**src/rtl/ex_muldiv_unit_if.sv**
```systemverilog
// Issue/result bundle between the EX stage and the iterative mul/div unit.
// The unit takes the slave modport; the pipeline side takes the master modport.
interface ex_muldiv_unit_if #(
  parameter int DATA_WIDTH = 32
);
  logic                  start;
  logic [2:0]            op;
  logic [DATA_WIDTH-1:0] operand_1;
  logic [DATA_WIDTH-1:0] operand_2;
  logic                  flush;
  logic                  stall_request;
  logic                  done;
  logic [DATA_WIDTH-1:0] hi;
  logic [DATA_WIDTH-1:0] lo;

  modport master (
    output start, op, operand_1, operand_2, flush,
    input  stall_request, done, hi, lo
  );

  modport slave (
    input  start, op, operand_1, operand_2, flush,
    output stall_request, done, hi, lo
  );
endinterface

```
**src/rtl/ex_muldiv_unit.sv**
```systemverilog
// Iterative MULT/MULTU/DIV/DIVU unit with HI/LO registers and MTHI/MTLO writes.
// state  | meaning
// IDLE   | waiting for issue; MTHI/MTLO handled here in one cycle
// CALC   | one shift-add or restoring-division step per cycle
// FIX    | sign correction, HI/LO write, done pulse next cycle
module ex_muldiv_unit #(
  parameter int DATA_WIDTH = 32,
  parameter int CNT_WIDTH  = 6
) (
  input logic             clk,
  input logic             rst,
  ex_muldiv_unit_if.slave bus
);
  localparam int W = DATA_WIDTH;
  localparam logic [CNT_WIDTH-1:0] ITER = CNT_WIDTH'(DATA_WIDTH);
  localparam logic [2:0] OP_MULT  = 3'b001;
  localparam logic [2:0] OP_MULTU = 3'b010;
  localparam logic [2:0] OP_DIV   = 3'b011;
  localparam logic [2:0] OP_DIVU  = 3'b100;
  localparam logic [2:0] OP_MTHI  = 3'b101;
  localparam logic [2:0] OP_MTLO  = 3'b110;

  typedef enum logic [1:0] {S_IDLE, S_CALC, S_FIX} state_t;

  state_t               state_q, state_d;
  logic [CNT_WIDTH-1:0] cnt_q, cnt_d;
  logic [2*W-1:0]       acc_q, acc_d;
  logic [W-1:0]         opb_q, opb_d;
  logic                 is_div_q, is_div_d;
  logic                 neg_q, neg_d;
  logic                 neg_rem_q, neg_rem_d;
  logic [W-1:0]         hi_q, hi_d, lo_q, lo_d;
  logic                 done_q, done_d;

  logic           is_md, is_div_op, is_signed, a_neg, b_neg, div_ge;
  logic [W-1:0]   a_abs, b_abs, div_diff, rem_next, quo_fix, rem_fix;
  logic [W:0]     mul_sum, div_trial;
  logic [2*W-1:0] prod_fix;

  always_comb begin
    is_md     = (bus.op == OP_MULT) || (bus.op == OP_MULTU) ||
                (bus.op == OP_DIV)  || (bus.op == OP_DIVU);
    is_div_op = (bus.op == OP_DIV) || (bus.op == OP_DIVU);
    is_signed = (bus.op == OP_MULT) || (bus.op == OP_DIV);
    a_neg     = is_signed & bus.operand_1[W-1];
    b_neg     = is_signed & bus.operand_2[W-1];
    a_abs     = a_neg ? -bus.operand_1 : bus.operand_1;
    b_abs     = b_neg ? -bus.operand_2 : bus.operand_2;
    // Multiply: accumulator is {partial product, remaining multiplier bits}.
    mul_sum   = {1'b0, acc_q[2*W-1:W]} + {1'b0, (acc_q[0] ? opb_q : {W{1'b0}})};
    // Divide: accumulator is {partial remainder, dividend/quotient bits}.
    div_trial = acc_q[2*W-1:W-1];
    div_ge    = div_trial >= {1'b0, opb_q};
    div_diff  = div_trial[W-1:0] - opb_q;
    rem_next  = div_ge ? div_diff : div_trial[W-1:0];
    prod_fix  = neg_q ? -acc_q : acc_q;
    quo_fix   = neg_q ? -acc_q[W-1:0] : acc_q[W-1:0];
    rem_fix   = neg_rem_q ? -acc_q[2*W-1:W] : acc_q[2*W-1:W];
  end

  always_comb begin
    state_d   = state_q;
    cnt_d     = cnt_q;
    acc_d     = acc_q;
    opb_d     = opb_q;
    is_div_d  = is_div_q;
    neg_d     = neg_q;
    neg_rem_d = neg_rem_q;
    hi_d      = hi_q;
    lo_d      = lo_q;
    done_d    = 1'b0;
    case (state_q)
      S_IDLE: begin
        if (bus.start && !bus.flush) begin
          if (is_md) begin
            is_div_d = is_div_op;
            cnt_d    = ITER;
            if (is_div_op && (bus.operand_2 == '0)) begin
              // Divide by zero: raw dividend to HI, all ones to LO, no sign fix.
              acc_d     = {bus.operand_1, {W{1'b1}}};
              opb_d     = '0;
              neg_d     = 1'b0;
              neg_rem_d = 1'b0;
              state_d   = S_FIX;
            end else begin
              opb_d     = is_div_op ? b_abs : a_abs;
              acc_d     = {{W{1'b0}}, (is_div_op ? a_abs : b_abs)};
              neg_d     = a_neg ^ b_neg;
              neg_rem_d = a_neg;
              state_d   = S_CALC;
            end
          end else if (bus.op == OP_MTHI) begin
            hi_d = bus.operand_1;
          end else if (bus.op == OP_MTLO) begin
            lo_d = bus.operand_1;
          end
        end
      end
      S_CALC: begin
        cnt_d = cnt_q - CNT_WIDTH'(1);
        if (is_div_q) acc_d = {rem_next, acc_q[W-2:0], div_ge};
        else          acc_d = {mul_sum, acc_q[W-1:1]};
        if (cnt_q == CNT_WIDTH'(1)) state_d = S_FIX;
      end
      S_FIX: begin
        state_d = S_IDLE;
        done_d  = 1'b1;
        if (is_div_q) begin
          lo_d = quo_fix;
          hi_d = rem_fix;
        end else begin
          {hi_d, lo_d} = prod_fix;
        end
      end
      default: state_d = S_IDLE;
    endcase
    if (bus.flush) begin
      state_d = S_IDLE;
      hi_d    = hi_q;
      lo_d    = lo_q;
      done_d  = 1'b0;
    end
  end

  always_ff @(posedge clk or posedge rst) begin
    if (rst) begin
      state_q   <= S_IDLE;
      cnt_q     <= '0;
      acc_q     <= '0;
      opb_q     <= '0;
      is_div_q  <= 1'b0;
      neg_q     <= 1'b0;
      neg_rem_q <= 1'b0;
      hi_q      <= '0;
      lo_q      <= '0;
      done_q    <= 1'b0;
    end else begin
      state_q   <= state_d;
      cnt_q     <= cnt_d;
      acc_q     <= acc_d;
      opb_q     <= opb_d;
      is_div_q  <= is_div_d;
      neg_q     <= neg_d;
      neg_rem_q <= neg_rem_d;
      hi_q      <= hi_d;
      lo_q      <= lo_d;
      done_q    <= done_d;
    end
  end

  assign bus.stall_request = (state_q != S_IDLE) || (bus.start && is_md && !bus.flush);
  assign bus.done          = done_q;
  assign bus.hi            = hi_q;
  assign bus.lo            = lo_q;
endmodule
```
**src/flat_wrapper.sv**
```systemverilog
// flat-port wrapper written by rule: the top's interface ports become plain ports
module ex_muldiv_unit_flat 
#(
  parameter int DATA_WIDTH = 32,
  parameter int CNT_WIDTH  = 6
)
  (clk, rst, bus_start, bus_op, bus_operand_1, bus_operand_2, bus_flush, bus_stall_request, bus_done, bus_hi, bus_lo);
  ex_muldiv_unit_if #(.DATA_WIDTH(DATA_WIDTH)) bus_i ();
  input logic clk;
  input logic rst;
  input wire logic [$bits(bus_i.start)-1:0] bus_start;
  input wire logic [$bits(bus_i.op)-1:0] bus_op;
  input wire logic [$bits(bus_i.operand_1)-1:0] bus_operand_1;
  input wire logic [$bits(bus_i.operand_2)-1:0] bus_operand_2;
  input wire logic [$bits(bus_i.flush)-1:0] bus_flush;
  output wire logic [$bits(bus_i.stall_request)-1:0] bus_stall_request;
  output wire logic [$bits(bus_i.done)-1:0] bus_done;
  output wire logic [$bits(bus_i.hi)-1:0] bus_hi;
  output wire logic [$bits(bus_i.lo)-1:0] bus_lo;
  assign bus_i.start = bus_start;
  assign bus_i.op = bus_op;
  assign bus_i.operand_1 = bus_operand_1;
  assign bus_i.operand_2 = bus_operand_2;
  assign bus_i.flush = bus_flush;
  assign bus_stall_request = bus_i.stall_request;
  assign bus_done = bus_i.done;
  assign bus_hi = bus_i.hi;
  assign bus_lo = bus_i.lo;
  ex_muldiv_unit #(.DATA_WIDTH(DATA_WIDTH), .CNT_WIDTH(CNT_WIDTH)) u_core (.clk(clk), .rst(rst), .bus(bus_i));
endmodule
```
**config.mk**
```make
export PLATFORM = sky130hd
export DESIGN_NAME = ex_muldiv_unit_flat
export DESIGN_NICKNAME = d
export VERILOG_FILES = /design/src/rtl/ex_muldiv_unit_if.sv /design/src/rtl/ex_muldiv_unit.sv /design/src/flat_wrapper.sv
export SDC_FILE = /design/constraint.sdc
export NUM_CORES = 1
export LEC_CHECK = 0
export BUFFER_PORTS_ARGS = -buffer_cell sky130_fd_sc_hd__buf_2
export CORE_MARGIN = 4
export CORE_UTILIZATION = 42
export CTS_CLUSTER_SIZE = 10
export DETAILED_ROUTE_END_ITERATION = 10
export GPL_TIMING_DRIVEN = 0
export MAX_ROUTING_LAYER = met4
export SKIP_LAST_GASP = 1
export SYNTH_ARGS = -nofsm -noshare
export SYNTH_HDL_FRONTEND = slang
export SYNTH_SLANG_ARGS = --single-unit
```
**constraint.sdc**
```tcl
create_clock -name clk -period 7.05 [get_ports clk]
set_clock_uncertainty 0.05 [all_clocks]
set_input_delay 1.0575 -clock clk [delete_from_list [all_inputs] [get_ports clk]]
set_output_delay 1.0575 -clock clk [all_outputs]
set_load 0.02 [all_outputs]
```
## Word-level counts from Yosys, hierarchy flattened

Cells that the tools add are included.

- Register bits after elaboration: 172
- Word-level logic and storage cells: 101
- Input bits: 71
- Output and inout port bits: 66

- Reduce and logical (&&, ||, !) cells: 21
- Bitwise logic cells: 4
- Equality and inequality tests: 18
- Order comparisons: 1
- Multiplexer cells: 39
- Add/subtract/negate cells: 8

Operators with widths:

| cell | number |
|---|---|
| 32-bit two-way mux | 18 |
| 64-bit two-way mux | 5 |
| 32-bit negation | 4 |
| 32-bit one-hot mux with 2 select lines | 2 |
| 64-bit one-hot mux with 2 select lines | 1 |
| 64-bit negation | 1 |
| 32-bit by 32-bit adder with 33-bit output | 1 |
| 33-bit by 32-bit greater-or-equal comparator with 1-bit output | 1 |
| 32-bit logical NOT | 1 |
| 32-bit subtractor | 1 |
| 6-bit two-way mux | 2 |
| 6-bit one-hot mux with 2 select lines | 1 |
| 2-bit two-way mux | 5 |
| 3-bit == test, second input constant | 3 |
| 3-bit by 2-bit inequality test with 1-bit output, second input constant | 3 |
| 3-bit AND reduction | 3 |
| 2-bit by 1-bit inequality test with 1-bit output, second input constant | 4 |
| 3-bit by 2-bit == test with 1-bit output, second input constant | 2 |
| 6-bit by 1-bit == test with 1-bit output, second input constant | 1 |
| 1-bit logical OR | 6 |
| 6-bit AND reduction | 1 |
| 2-bit nonzero test | 3 |
| 6-bit by 1-bit subtractor with 6-bit output, second input constant | 1 |
| 5-bit AND reduction | 1 |
| other kinds (12) | 20 |

## Depth between registers and ports, before layout

- Depth after elaboration: 9
- Gate-level depth with buffers: 13
- Depth with buffers taken out: 13

## Worst setup path after synthesis

No wires, ideal clock.

- Path kind: input -> register
- Start point: input bus_operand_1[6]
- End point: register u_core.opb_q[26]
- Library setup time: 0.121 ns
- Path buffers: 1
- Slack: 3.617 ns
- Required time: 6.879 ns
- Cell stages on the path: 10
- Arrival time: 3.262 ns
- Cells stage by stage: clkbuf_1 > or4_1 > nor3_1 > and2_1 > nand2_1 > or2_2 > o41ai_1 > xor2_1 > nand2_1 > a22o_1

- Word-level cells in the longest chain between the ends: 4

RTL lines:

| item | line | RTL |
|---|---|---|
| start: declaration | flat_wrapper.sv:13 | `input wire logic [$bits(bus_i.operand_1)-1:0] bus_operand_1;` |
| 32-bit negation | ex_muldiv_unit.sv:47 | `a_abs = a_neg ? -bus.operand_1 : bus.operand_1;` |
| 32-bit two-way mux | ex_muldiv_unit.sv:47 |  |
| 32-bit two-way mux | ex_muldiv_unit.sv:86 | `opb_d = is_div_op ? b_abs : a_abs;` |
| 32-bit two-way mux | ex_muldiv_unit.sv:78 | `if (is_div_op && (bus.operand_2 == '0)) begin` |
| end signal: assignment | ex_muldiv_unit.sv:141 | `opb_q <= opb_d;` |
| end: declaration | ex_muldiv_unit.sv:28 | `logic [W-1:0] opb_q, opb_d;` |

No other way between the ends.
A chain may end at the register's enable or synchronous reset.

## Worst setup path in the final report

- Start point: register u_core.acc_q[0]
- End point: register u_core.acc_q[62]

- Word-level cells in the longest chain between the ends: 4

RTL lines:

| item | line | RTL |
|---|---|---|
| start: declaration | ex_muldiv_unit.sv:27 | `logic [2*W-1:0] acc_q, acc_d;` |
| start signal: assignment | ex_muldiv_unit.sv:129 | `acc_q <= '0;` |
| start signal: assignment | ex_muldiv_unit.sv:140 | `acc_q <= acc_d;` |
| 32-bit two-way mux | ex_muldiv_unit.sv:50 | `mul_sum = {1'b0, acc_q[2*W-1:W]} + {1'b0, (acc_q[0] ? opb_q : {W{1'b0}})};` |
| 32-bit by 32-bit adder with 33-bit output | ex_muldiv_unit.sv:50 |  |
| 64-bit two-way mux | ex_muldiv_unit.sv:101 | `if (is_div_q) acc_d = {rem_next, acc_q[W-2:0], div_ge};` |
| 64-bit one-hot mux with 2 select lines | ex_muldiv_unit.sv:72 | `case (state_q)` |

No other way between the ends.

==> results.yml <==
run_status:
  status: "finished, violations left"
  violations: "max-capacitance violations, max-slew violations"
floorplan:
  ios: 137
  core_um2: 35740
  rows: 69
  die_x_um: 198.6
  die_area_um2: 39450
  start_util: 0.4270
  die_h_um: 198.6
critical_path:
  cp.buffers_inverters: 2
  worstSetupStartpoint: "u_core.acc_q[0]$_DFFE_PP0P_"
  rr_startpoint: "u_core.acc_q[0]$_DFFE_PP0P_"
  crit_cells: 13
  cp_max_fo: 10
  required_ns: 7.35
  crit_path_cell_trace: "inv_1 -> clkbuf_1 -> nor2_1 -> ha_1 -> o21ai_0 -> o21a_1 -> o32ai_1 -> a41oi_1 -> o21ai_0 -> a31oi_1 -> o21ai_0 -> xnor2_1 -> a221oi_1"
  start_kind: "flip-flop"
  cp_slowest_stage_delay_ns: 0.55
  critPathMostFrequentCell: "o21ai_0"
  crit_slowest_cell: "dfrtp_1"
  crit_arrival_ns: 5.06
  crit_path_end_kind: "flip-flop"
  r2r_cells: 13
  critPathTopFamily: "compound AO/OA/AOI/OAI gates"
  crit_type: "flip-flop to flip-flop"
detailed_routing:
  wl_per_cell_um: 25.38
  drt_iter0_drc: 1843
  via_count: 16686
  viasPerCell: 6.285
  drt_wl_total_um: 67400
  first_pass_iters: 8
  ant_nets: 0
  remaining_drc_errors: 0
pwr:
  p_per_area_nw_per_um2: 457.5
  seqPwrFrac: 0.245
  switching_share: 0.5307
  internal-power_mw: 3.674
  p_leak_nw: 7.300
  clockPowerShare: 0.124
  max-vdd-ir-drop_mv: 0.2327
  p_comb_frac: 0.631
  power.switching_mw: 4.154
layout:
  n_fill_cell: 3632
  areaGrowthSynthToFinish_pct: 12.09
  layout_common_cells: "nor2_1 (245), nand2_1 (233), a21oi_1 (233)"
  final_area_um2: 17110
  post-route-util: 0.4786
  stdcell_count: 2655
  nets: 2325
  drive_gt1_frac: 0.1030
  final_common_cell: "nor2_1"
  antenna_cells: 0
timing:
  fmax_ghz: 0.2104
  setup_viol: 0
  post-route-period-util: 0.6742
  worstMarginPinSlew_ns: 1.499
  tns_ns: 0
  slew_headroom: -0.008358
  finalMaxSlewViolations: 1
  finalHoldViolations: 0
  rsz0062_at_grt: "no"
  post-route-min-period_ns: 4.753
yosys:
  syn_inst: 2029
  yosysUniqueCellTypes: 73
  synth_nets: 2172
  yosys_warnings: 0
  synth_flop_cell: "dfrtp_1"
  ys_ff_latch: 172
  ys_seq_area_frac: 0.2820
  syn_area_per_cell_um2: 7.522
  synth-edff-count: 0
  synth_area_um2: 15260
  async_flop_share: 1.000
placement:
  placedCellCount: 2624
  dp_hpwl_um: 53520
  dpl_cell_area_um2: 16540
  port_buffers: 133
  globalplace.congestion: 1.060
global_routing:
  grt_max_degree: 109
  grt_usage: 0.3439
  grt_pass1_vias: 15539
  grt_first_pass_wirelength_um: 99190
  overflow: 0
  antenna_found_initial: 0
cts:
  h-tree-depth: 4
  cts_setup_buffers: 0
  cts_tree: "done"
  cts_buffer_depth: 2
  cts_hold_repair.buffers: 0
  post_cts_resized: 0
  path_clk_slew_ns: 0.07
  ctsRootBufferMaster: "clkbuf_16"
  insertion_delay_ns: 0.45
  cts-buffers-inserted: 17
  clock-sinks: 172
min_path:
  hold_depth: 2
  hold_class: "flip-flop to flip-flop"
  hold_path.startpoint: "u_core.bus.hi[28]$_DFFE_PP0P_"
run:
  maxCapViolations: 1
==> sequential cells by signal (all words and copies together), names as in the netlist <==
| signal | count |
|---|---|
| u_core.acc_q | 64 |
| u_core.bus.done | 1 |
| u_core.bus.hi | 32 |
| u_core.bus.lo | 32 |
| u_core.cnt_q | 6 |
| u_core.is_div_q | 1 |
| u_core.neg_q | 1 |
| u_core.neg_rem_q | 1 |
| u_core.opb_q | 32 |
| u_core.state_q | 2 |
==> Yosys cell counts (all sizes together), types with 17 or more instances <==
library cell  count  area (um2)
xor2             87       762.0
a21oi           233        1166
nand3            39       200.2
o22ai            33       206.5
a21o             20       150.1
nor2            245       919.6
ha               70       875.8
nand2           233       874.6
mux2             29       326.6
o21ai           178       894.6
mux2i            21       210.2
xnor2            86       753.2
clkbuf          110       412.9
a221oi           20       175.2
nor4             19       125.1
inv              62       232.7
o31ai            52       409.1
or3              20       125.1
a31oi            18       112.6
dfrtp           172        4304
buf              17       80.07
nor3             41       205.2
a211oi           24       185.2
==> worst paths after layout <==
| kind | slack (ns) | to |
|---|---|---|
| setup reg to reg | 2.30 | u_core.acc_q[62]$_DFFE_PP0P_ |
| min in group asynchronous | 0.58 | u_core.bus.lo[6]$_DFFE_PP0P_ |
| max in group asynchronous | 5.45 | u_core.acc_q[35]$_DFFE_PP0P_ |
| hold / removal | 0.43 | u_core.bus.hi[28]$_DFFE_PP0P_ |
| hold reg to reg | 0.43 | u_core.bus.hi[28]$_DFFE_PP0P_ |
| setup / recovery | 2.30 | u_core.acc_q[62]$_DFFE_PP0P_ |
==> through the flow <==
step                setup slack (ns)  total power [mW]  hold slack (ns)
global route                   2.022             8.351           0.4423
CTS                            2.385             7.700           0.4299
global placement              -1.021             6.679           0.4094
floorplan                      1.282             5.133           0.3998
detailed placement             2.350             6.727           0.4157
finish                         2.297             7.827           0.4269
==> worst register-to-register path, cell delays in order (launching register included) <==
cell and delay [ns]:
dfrtp_1 0.55, inv_1 0.31, clkbuf_1 0.48, nor2_1 0.11, ha_1 0.37, o21ai_0 0.14, o21a_1 0.22, o32ai_1 0.54
a41oi_1 0.39, o21ai_0 0.53, a31oi_1 0.26, o21ai_0 0.30, xnor2_1 0.10, a221oi_1 0.29
==> cell families (layout without fill, tap and decap cells) <==
group,after synthesis,count (layout),synth area share
AO/OA/AOI/OAI,677,677,0.2701
XOR/XNOR,173,173,0.09928
adder cells (fa/ha/maj),72,72,0.06001
buffers and inverters,190,355,0.04779
flip-flops,172,172,0.2820
multiplexers,50,50,0.03517
AND/OR/NAND/NOR,695,695,0.2056
==> metal layers <==
metal | vias to the layer above | GRT usage | routed length (um)
met5 | - | - | 0
met4 | 0 | 0.1624 | 3787
met3 | 179 | 0.06724 | 6582
met2 | 966 | 0.5002 | 28310
met1 | 7953 | 0.4615 | 28710
li1 | 7588 | - | -
==> layout make-up <==
type | instances | area [um2] | area share
Buffer | 127 | 493.0 | 0.02882
Clock inverter | 10 | 117.6 | 0.006875
Multi-Input combinational cell | 1667 | 10230 | 0.5979
Clock buffer | 21 | 450.4 | 0.02633
Inverter | 63 | 244.0 | 0.01426
Tap cell | 461 | 576.8 | 0.03372
Timing Repair Buffer | 134 | 693.2 | 0.04052
Sequential cell | 172 | 4304 | 0.2516
==> power by group through the flow <==
stage / Combinational [mW] / Clock [mW] / Sequential [mW]
floorplan: 3.28 / 0 / 1.86
global placement: 4.78 / 0 / 1.90
detailed placement: 4.82 / 0 / 1.91
CTS: 4.84 / 0.965 / 1.89
global route: 5.39 / 1.01 / 1.96
finish: 4.94 / 0.971 / 1.92
(Power assumes the default switching activity.)
